File: src/rtl/mario_vram_arb.sv
// Tile VRAM arbiter: shares the single-port background VRAM between CPU strobes and the
// video tile fetcher, with a starvation guard and Z80 WAIT_n stretching.
module mario_vram_arb #(
    parameter int STARVE_MAX = 4
) (
    input  logic       I_CLK_48M,
    input  logic       I_RESET_n,
    input  logic       I_CEN_12M,
    input  logic       I_VBLK_n,
    input  logic       I_VID_REQ,
    input  logic [9:0] I_VID_A,
    input  logic       I_CPU_RD_n,
    input  logic       I_CPU_WR_n,
    input  logic [9:0] I_CPU_A,
    input  logic [7:0] I_CPU_D,
    input  logic [7:0] I_RAM_Q,
    output logic [9:0] O_RAM_A,
    output logic [7:0] O_RAM_D,
    output logic       O_RAM_WE,
    output logic [7:0] O_VID_Q,
    output logic       O_VID_ACK,
    output logic [7:0] O_CPU_Q,
    output logic       O_WAIT_n
);

    typedef enum logic {IDLE, DATA} state_t;
    typedef enum logic [1:0] {OWN_VID, OWN_CPU_RD, OWN_CPU_WR} own_t;

    localparam logic [2:0] STARVE_LIM = 3'(STARVE_MAX);

    state_t     state, state_nxt;
    own_t       own, own_nxt;
    logic [2:0] starve, starve_nxt;
    logic       cpu_done, cpu_done_nxt;
    logic       cpu_act, cpu_pend;
    logic       grant_cpu, grant_vid, data_tick;

    function automatic logic [2:0] sat_inc(input logic [2:0] v);
        return (v >= STARVE_LIM) ? v : v + 3'd1;
    endfunction

    always_comb begin
        cpu_act   = ~I_CPU_RD_n | ~I_CPU_WR_n;
        cpu_pend  = cpu_act & ~cpu_done;
        grant_cpu = 1'b0;
        grant_vid = 1'b0;
        data_tick = I_CEN_12M && (state == DATA);
        if (I_CEN_12M && state == IDLE) begin
            // Video normally wins; vblank or a saturated starve count hands the slot to the CPU
            if (cpu_pend && (!I_VID_REQ || !I_VBLK_n || starve == STARVE_LIM))
                grant_cpu = 1'b1;
            else if (I_VID_REQ)
                grant_vid = 1'b1;
        end
    end

    always_comb begin
        state_nxt    = state;
        own_nxt      = own;
        starve_nxt   = starve;
        cpu_done_nxt = cpu_done;
        if (I_CEN_12M) begin
            if (grant_cpu) begin
                state_nxt  = DATA;
                own_nxt    = I_CPU_WR_n ? OWN_CPU_RD : OWN_CPU_WR;
                starve_nxt = 3'd0;
            end else if (grant_vid) begin
                state_nxt = DATA;
                own_nxt   = OWN_VID;
                if (cpu_pend)
                    starve_nxt = sat_inc(starve);
            end else if (state == DATA) begin
                state_nxt = IDLE;
                if (own != OWN_VID)
                    cpu_done_nxt = 1'b1;
            end
            // A released strobe re-arms the CPU side so the next strobe gets a fresh access
            if (!cpu_act) begin
                cpu_done_nxt = 1'b0;
                starve_nxt   = 3'd0;
            end
        end
    end

    always_ff @(posedge I_CLK_48M or negedge I_RESET_n) begin
        if (!I_RESET_n) begin
            state    <= IDLE;
            own      <= OWN_VID;
            starve   <= 3'd0;
            cpu_done <= 1'b0;
        end else begin
            state    <= state_nxt;
            own      <= own_nxt;
            starve   <= starve_nxt;
            cpu_done <= cpu_done_nxt;
        end
    end

    always_ff @(posedge I_CLK_48M or negedge I_RESET_n) begin
        if (!I_RESET_n) begin
            O_RAM_A   <= 10'd0;
            O_RAM_D   <= 8'd0;
            O_RAM_WE  <= 1'b0;
            O_VID_Q   <= 8'd0;
            O_VID_ACK <= 1'b0;
            O_CPU_Q   <= 8'd0;
        end else begin
            O_VID_ACK <= 1'b0;
            if (grant_cpu) begin
                O_RAM_A <= I_CPU_A;
                if (!I_CPU_WR_n) begin
                    O_RAM_D  <= I_CPU_D;
                    O_RAM_WE <= 1'b1;
                end else begin
                    O_RAM_WE <= 1'b0;
                end
            end else if (grant_vid) begin
                O_RAM_A  <= I_VID_A;
                O_RAM_WE <= 1'b0;
            end else if (data_tick) begin
                O_RAM_WE <= 1'b0;
                if (own == OWN_VID) begin
                    O_VID_Q   <= I_RAM_Q;
                    O_VID_ACK <= 1'b1;
                end else if (own == OWN_CPU_RD) begin
                    O_CPU_Q <= I_RAM_Q;
                end
            end
        end
    end

    assign O_WAIT_n = ~cpu_pend | ~I_RESET_n;

endmodule

File: config.mk
export PLATFORM = sky130hd
export DESIGN_NAME = mario_vram_arb
export DESIGN_NICKNAME = d
export VERILOG_FILES = /design/src/rtl/mario_vram_arb.sv
export SDC_FILE = /design/constraint.sdc
export NUM_CORES = 1
export LEC_CHECK = 0
export BUFFER_PORTS_ARGS = -buffer_cell sky130_fd_sc_hd__buf_4
export CORE_ASPECT_RATIO = 0.7
export CORE_MARGIN = 5
export CORE_UTILIZATION = 44
export CTS_BUF_LIST = sky130_fd_sc_hd__clkbuf_4
export DETAILED_ROUTE_END_ITERATION = 12
export PLACE_DENSITY = 0.76
export SLEW_MARGIN = 10
export SYNTH_ARGS = -nofsm -noshare
export SYNTH_HDL_FRONTEND = slang
export SYNTH_SLANG_ARGS = --single-unit
File: constraint.sdc
create_clock -name I_CLK_48M -period 1.77 [get_ports I_CLK_48M]
set_input_delay 0.177 -clock I_CLK_48M [delete_from_list [all_inputs] [get_ports I_CLK_48M]]
set_output_delay 0.177 -clock I_CLK_48M [all_outputs]
set_load 0.1 [all_outputs]
; Yosys cells after proc, flatten, opt, wreduce, memory -nomap -nowiden
; Cells that the tools add are included.
[classes]
n_addsub = 1
eq_ne = 9
order_cmp = 1
n_mux = 30
bitwise = 12
n_reduce_logical = 17
[ops]
columns = cell, count
row1 = 2-to-1 mux 1 bit, 20
row2 = 2-to-1 mux 10 bit, 2
row3 = 2-to-1 mux 3 bit, 5
row4 = AND reduction 5 bit, 2
row5 = NOT 1 bit, 9
row6 = AND reduction 4 bit, 2
row7 = 2-to-1 mux 2 bit, 3
row8 = "inequality test 2 bit, second input constant", 3
row9 = "inequality test 3 x 1 -> 1 bit, second input constant", 2
row10 = AND reduction 2 bit, 2
row11 = nonzero test 2 bit, 2
row12 = "adder 3 x 1 -> 3 bit, second input constant", 1
row13 = "== test 3 bit, second input constant", 1
row14 = "greater-or-equal comparator 3 bit, second input constant", 1
row15 = logical AND 1 bit, 3
row16 = "inequality test 3 bit, second input constant", 1
row17 = nonzero test 3 bit, 1
row18 = "== test 2 x 1 -> 1 bit, second input constant", 1
row19 = zero test 1 bit, 2
row20 = zero test 2 bit, 1
row21 = logical OR 1 bit, 2
row22 = "inequality test 2 x 1 -> 1 bit, second input constant", 1
row23 = bitwise OR 1 bit, 2
row24 = bitwise AND 1 bit, 1
[totals]
in_bits = 43
output_inout_bits = 37
reg_bits = 43

; Logic depth before layout (Yosys ltp)
; Gate-level depths: netlist (run 1).
[logic_depth]
ltp_word = 9
ltp_mapped = 6
ltp_nobuf = 5

; Worst setup path before layout (run 1)
; OpenSTA, ideal clock, no wires.
[synth_timing]
kind = reg-to-reg
start = reg starve[0]
end = reg O_RAM_D[0]
period_less_slack_ns = 1.785
setup_ns = 0.125
path_stages_with_launch = 6
n_path_buf = 0
arrival_ns = 1.660
slack_ns = -0.015
required_ns = 1.645
cell_sequence = dfrtp_1 -> inv_1 -> ha_1 -> nand2_1 -> a2111oi_4 -> mux2_2
[synth_between]
elab_chain_len = 6
[synth_lines]
columns = element, line_no
row1 = from (decl), 33  ; logic [2:0] starve, starve_nxt;
row2 = from (signal assigned), 94  ; starve <= starve_nxt;
row3 = == test 3 bit, 50  ; if (cpu_pend && (!I_VID_REQ || !I_VBLK_n || starve == STARVE_LIM))
row4 = logical OR 1 bit, 50
row5 = logical AND 1 bit, 50
row6 = 2-to-1 mux 1 bit, 50
row7 = 2-to-1 mux 1 bit, 48  ; if (I_CEN_12M && state == IDLE) begin
row8 = AND reduction 2 bit (no line), n/a
row9 = to (signal assigned), 102  ; O_RAM_D <= 8'd0;
row10 = to (signal assigned), 112  ; O_RAM_D <= I_CPU_D;
row11 = to (decl), 18  ; output logic [7:0] O_RAM_D,
; Every way passes these cells.
; A chain may end at the register's enable or synchronous reset.

; Worst setup path in the final report (run 1)
[layout_timing]
start = reg starve[0]
end = reg O_RAM_D[5]
; The elaborated chain is that of the path after synthesis.

==> run metrics, run 1 <==
# diodes=0; layout cells sized above 1=0.561; # setup viols final=0; post-route minimum period=1.75 ns; Initial Util=0.445; Hold Path Class=in -> reg; fin nets=283; CP Data Arrival Time=2.01 ns; compound-gate portion of the synthesized area=0.185; sequential-to-total area share from yosys stat=0.568; Slowest-stage cell, CP=dfrtp_1; post-route ant nets=0; post-synthesis cell area=between 1500 and 2000 um^2; clk sinks=43; largest net degree at the start of global routing=between 40 and 50; initial antenna violation count=0; CTS buffer count=5; Yosys Warn Count=0; worst slew pin tran=between 0.6 and 0.7 ns; worst path required time=around 2.0 ns; Avg Vias per Cell=about 5.3; synthesized instance count=145; Core Region=4250 um^2; Final period util=0.990; drt wl/cell=about 17 um; Port Buf Inserts=79; Critical Path Sink Type=flop; first-pass GRT wire length=about 7.8 mm; Netlist cell types=30; Die X-Extent=around 90 um; clk buf depth=2; Final Instance Count excl. Fillers=just under 300; Fill cells=approximately 330; mux cell area share after synthesis=0.143; Iteration-0 DRC Markers=64; clk_lat worst skew=~0.36 ns; Synth Area in Adders=0.0132; max incr delay on CP=slightly above 0.4 ns; hold_ws=~0.033 ns; TritonCTS clock tree=yes; post-synthesis simple-gate area fraction=0.0476; clock slew at reported path FFs=approximately 0.12 ns; DP HPWL=3.71 mm; FMAX=0.571 GHz; all-layer global routing usage=0.180; Avg Cell Area, Syn=between 10 and 15 um^2; Syn-to-layout area delta=47.7%; via count=1,562; final hold vios=0; Critical Path, Cell by Cell=inv_1, ha_4, nand2_4, a2111oi_4, buf_6, mux2_2; worst setup path class=reg -> reg; largest family of logic cells by synthesized area=compound AO/OA/AOI/OAI gates; gpl congestion=about 0.82; Routed WL=4.97 mm; max-capacitance violation count=0; XOR/XNOR Fraction of Synth Area=0; Max Transition Viols Final=0; H-tree Lvls=2; Die Ht=about 65 um; DRC errors left=0; synthesis-stage register bit count=43; CP Launch Type=flop; Setup Skew=~0.0066 ns; total gr overflow=0; I/O pins=80; status=finished, final reports clean; RSZ-0062 raised after global routing=true; dpl cells=282; 1st-pass router iterations=4; Die ar.=between 5000 and 6000 um^2; # rows=20; crit-path max FO=5; CTS root buffer=clkbuf_4; vias in the first global route=between 1,500 and 2,000; net count after synthesis=between 150 and 200; Max-slew headroom=0.576
-- layout make-up --
| type | instances | area (um^2) | share of cell area |
|---|---|---|---|
| Inverter | 13 | 48.8 | 0.0175 |
| Multi-Input combinational cell | 81 | 785 | 0.281 |
| Timing Repair Buffer | 94 | 712 | 0.255 |
| Clock inverter | 3 | 67.6 | 0.0242 |
| Tap cell | 55 | 68.8 | 0.0246 |
| Sequential cell | 43 | 1080 | 0.385 |
| Clock buffer | 5 | 37.5 | 0.0134 |
-- final timing paths --
| kind | start | end | slack, ns | cells past startpoint |
|---|---|---|---|---|
| min in group asynchronous | I_RESET_n | O_CPU_Q[2] | 0.45 | 3 |
| setup reg to reg | starve[0] | O_RAM_D[5] | 0.02 | 6 |
| hold / removal | I_CEN_12M | state | 0.03 | 2 |
| setup / recovery | starve[0] | O_RAM_D[5] | 0.02 | 6 |
| max in group asynchronous | I_RESET_n | O_RAM_A[1] | 0.95 | 3 |
| hold reg to reg | O_VID_Q[1] | O_VID_Q[1] | 0.52 | 1 |
-- synthesized netlist by cell type --
library cell | n | area [um^2]
nand3_1 | 1 | 5.00
o21ai_0 | 1 | 5.00
nor2_1 | 5 | 18.8
dfrtp_1 | 43 | 1080
a21oi_1 | 2 | 10.0
a211oi_1 | 1 | 7.51
o21a_1 | 1 | 7.51
and4b_1 | 1 | 10.0
a2111oi_0 | 10 | 87.6
nand2b_1 | 1 | 6.26
o21bai_1 | 1 | 7.51
ha_1 | 2 | 25.0
nand2_1 | 6 | 22.5
a2111oi_4 | 1 | 27.5
and2_4 | 1 | 8.76
o31a_1 | 1 | 8.76
o311ai_0 | 1 | 8.76
inv_1 | 13 | 48.8
mux2_2 | 24 | 270
nor3_2 | 1 | 10.0
o2111a_1 | 1 | 11.3
a21o_1 | 2 | 15.0
nand4b_1 | 1 | 8.76
a31o_2 | 1 | 8.76
a21boi_0 | 1 | 7.51
a221o_1 | 10 | 100
clkbuf_1 | 6 | 22.5
buf_2 | 2 | 10.0
a32o_1 | 3 | 30.0
o31ai_1 | 1 | 7.51
-- state kept, by name, indices dropped and copies added, names as in the netlist --
signal and count:
O_CPU_Q 8, O_RAM_A 10, O_RAM_D 8, O_RAM_WE 1, O_VID_ACK 1, O_VID_Q 8
cpu_done 1, own 2, starve 3, state 1
-- cells by family (layout without fill, tap and decap cells) --
kind of cell	after synthesis	count (layout)
simple gates	17	17
mux	24	24
flops	43	43
buf+inv	21	115
compound gates	38	38
fa+ha+maj	2	2
-- stage by stage --
step	setup TNS (ns)	util	instance area, um^2	setup WS, ns
5_1_grt	-0.0965	0.657	2800	-0.0270
3_5_place_dp	0	0.612	2610	0.0249
6_report	0	0.657	2800	0.0174
2_1_floorplan	-0.121	-	1890	-0.0152
3_3_place_gp	0	0.612	2610	0.0865
4_1_cts	0	0.640	2720	0.00944
-- routing by layer --
layer,part of all wire,track usage
met4,0.0052,0.0736
met5,0,0
met3,0.074,0.0457
met2,0.46,0.246
met1,0.46,0.268
-- critical path: cells and delay by family (launching register included) --
family                   cells  cell delay, ns
AO/OA/AOI/OAI                1            0.41
multiplexers                 1            0.33
flip-flops                   1            0.41
AND/OR/NAND/NOR              1            0.06
buffers and inverters        2            0.29
adder cells (fa/ha/maj)      1            0.17
-- cells in the final DEF (no fill, tap or decap), types with 2 or more instances in the layout --
master | synthesis | final
mux2_2 | 24 | 18
a21o_1 | 2 | 2
a2111oi_0 | 10 | 9
buf_4 | 0 | 92
nor2_1 | 5 | 5
dfrtp_1 | 43 | 43
inv_1 | 13 | 12
mux2_4 | 0 | 6
clkbuf_4 | 0 | 5
a21oi_1 | 2 | 2
bufinv_16 | 0 | 2
a221o_1 | 10 | 10
a32o_1 | 3 | 3
nand2_1 | 6 | 5
-- timing repair --
item                                    CTS  global route
hold buffers                              1             0
endpoints found under the setup margin    5            22
hold endpoints to repair                 43             0
buffers inserted                          0             2
pin swaps                                 0             1
gates resized for setup                   1            15
gates cloned                              0             1
Power of run 1 is left out: the tool's default activity adds up to more than one toggle a clock period on the data nets, which glitch-free logic cannot reach.
==> run 2: changes to the inputs <==
RECOVER_POWER = 50   (was default)
==> run 2 against run 1 <==
Die area did not move. First-iteration DRC count rose by 7.8%. Register-to-register slack barely moved. Worst setup slack improved by 0.0025 ns. Sequential share of layout area rose by 0.54 points. Via count fell by 0.38%. Count of clock-buffer cells in the layout did not move. Utilization fell by 0.91 points. Critical path type unchanged. Worst hold slack got worse by 0.00056 ns.
==> run metrics, run 2 (synthesized netlist as in run 1, its figures left out) <==
TritonCTS clock tree=yes; Top Layer Used=met4; final setup margin=0.0199 ns (+0.00248 ns); all-layer global routing usage=0.180 (unchanged); crit-path max FO=5 (unchanged); most frequent cells in the layout=78 x buf_4, 43 x dfrtp_1, 18 x mux2_2, 12 x inv_1, 11 x clkbuf_2; I/O pins=80 (unchanged); M1 WL=2.30 mm (+0.92%); worst slew pin tran=1.03 ns (+0.394 ns); Slowest-stage cell, CP=dfrtp_1; layout cells sized above 1=0.548 (-0.0126); RSZ-0062 raised after global routing=true; CP top delay family=flip-flops; post-route minimum period=1.75 ns (-0.00248 ns); # rows=20 (unchanged); clk buf depth=2 (unchanged); worst setup path class=reg -> reg; # setup viols final=0 (unchanged); post-route ant nets=0 (unchanged); first-pass GRT wire length=7.76 mm (unchanged); DP Worst Slack=0.0249 ns (unchanged); met2 wire len=2.26 mm (-1.6%); Hold EP=state; Die ar.=5740 um^2 (unchanged); Die X-Extent=88.4 um (unchanged); Die Ht=64.9 um (unchanged); max reg flops=10 (unchanged); CTS buffer count=5 (unchanged); Syn-to-layout area delta=45.6%; CP Data Arrival Time=2.01 ns (about the same); Routed met3 length=364 um (-1.6%); Final Instance Count excl. Fillers=294 (unchanged); HP Start=I_CEN_12M; Max-slew headroom=0.314 (-0.262); Fill cells=340 (+2.4%); final hold vios=0 (unchanged); DP HPWL=3.71 mm (unchanged); largest net degree at the start of global routing=44 (unchanged); Hold Crit Depth=2 (unchanged); CP Launch Type=flop; worst path required time=2.03 ns (about the same); Critical Path Stages=6 (unchanged); Avg Vias per Cell=5.29 (-0.38%); initial antenna violation count=0 (unchanged); multi-input logic area=785 um^2 (unchanged); Initial Util=0.445 (unchanged); dpl cells=282 (unchanged); Reg area=1080 um^2 (unchanged); total gr overflow=0 (unchanged); Iteration-0 DRC Markers=69 (+7.8%); Final period util=0.989 (-0.00140); CTS root buffer=clkbuf_4; flop2flop setup slack=0.02 ns (about the same); gpl congestion=0.825 (unchanged); status=finished, final reports clean; clk sinks=43 (unchanged); number of buffers and inverters on the critical path=2 (unchanged); drt wl/cell=16.9 um (-0.22%); vias in the first global route=1,540 (unchanged); max incr delay on CP=0.41 ns (about the same); Routed WL=4.96 mm (-0.22%); H-tree Lvls=2 (unchanged); Critical Path, Cell by Cell=inv_1, ha_4, nand2_4, a2111oi_4, buf_6, mux2_2; hold_ws=0.0327 ns (-0.000560 ns); via count=1,556 (-0.38%); Core Region=4250 um^2 (unchanged); Worst Reg-to-Reg Cells=6 (unchanged); Critical Path Sink Type=flop; reg-to-reg critical path startpoint=starve[0]; max-capacitance violation count=0 (unchanged); reg2reg end=O_RAM_D[0]; Port Buf Inserts=79 (unchanged); commonest non-fill, non-tap cell in the layout=buf_4; Biggest register=O_RAM_A; Hold Path Class=in -> reg; fin nets=283 (unchanged); clock slew at reported path FFs=0.13 ns (about the same); FMAX=0.571 GHz (+0.14%); DRC errors left=0 (unchanged); Setup Skew=0.00926 ns (+0.00264 ns); Max Transition Viols Final=0 (unchanged); # diodes=0 (unchanged); 1st-pass router iterations=4 (unchanged); clk_lat worst skew=0.36 ns (about the same)
run 2: worst reg2reg max path: cells and delay by family (launching register included):
family / cells / cell delay, ns
and+or+nand+nor: 1 / 0.06
DFF: 1 / 0.41
adders and majority gates: 1 / 0.17
muxes: 1 / 0.33
buffers and inverters: 2 / 0.29
AOI/OAI and AO/OA: 1 / 0.40
run 2: layer usage:
metal,up-vias,track usage
met5,-,0
met4,0,0.0736
met3,4,0.0457
met2,52,0.246
met1,767,0.268
li1,733,-
run 2: how the worst max path moves through the flow:
stage / from / to / slack [ns]
6_report: starve[0] / O_RAM_D[0] / 0.02
5_1_grt: starve[0] / O_RAM_D[0] / -0.03
4_1_cts: starve[1] / O_RAM_D[6] / 0.009
3_5_place_dp: starve[1] / O_RAM_D[3] / 0.02
3_3_place_gp: cpu_done / state / 0.09
2_1_floorplan: starve[0] / O_RAM_D[0] / -0.02
run 2: stage by stage:
step / utilization / setup TNS, ns / cell area (um^2)
floorplan: - / -0.121 / 1890
global placement: 0.612 / 0 / 2610
detailed placement: 0.612 / 0 / 2610
CTS: 0.640 / 0 / 2720
global route: 0.648 / -0.0967 / 2760
finish: 0.648 / 0 / 2760
run 2: final cells by class:
| type | instances | area share |
|---|---|---|
| Sequential cell | 43 | 0.390 |
| Multi-Input combinational cell | 81 | 0.285 |
| Timing Repair Buffer | 94 | 0.244 |
| Tap cell | 55 | 0.0250 |
| Clock inverter | 3 | 0.0245 |
| Inverter | 13 | 0.0177 |
| Clock buffer | 5 | 0.0136 |
run 2: repair_timing:
action                                  4_1_cts  5_1_grt
gates cloned                                  0        1
pin swaps                                     0        1
hold buffers                                  1        0
endpoints found under the hold margin        43        0
setup buffers                                 0        2
endpoints found under the setup margin        5       22
gates resized for setup                       1       15
Power of run 2 is left out for the same reason.
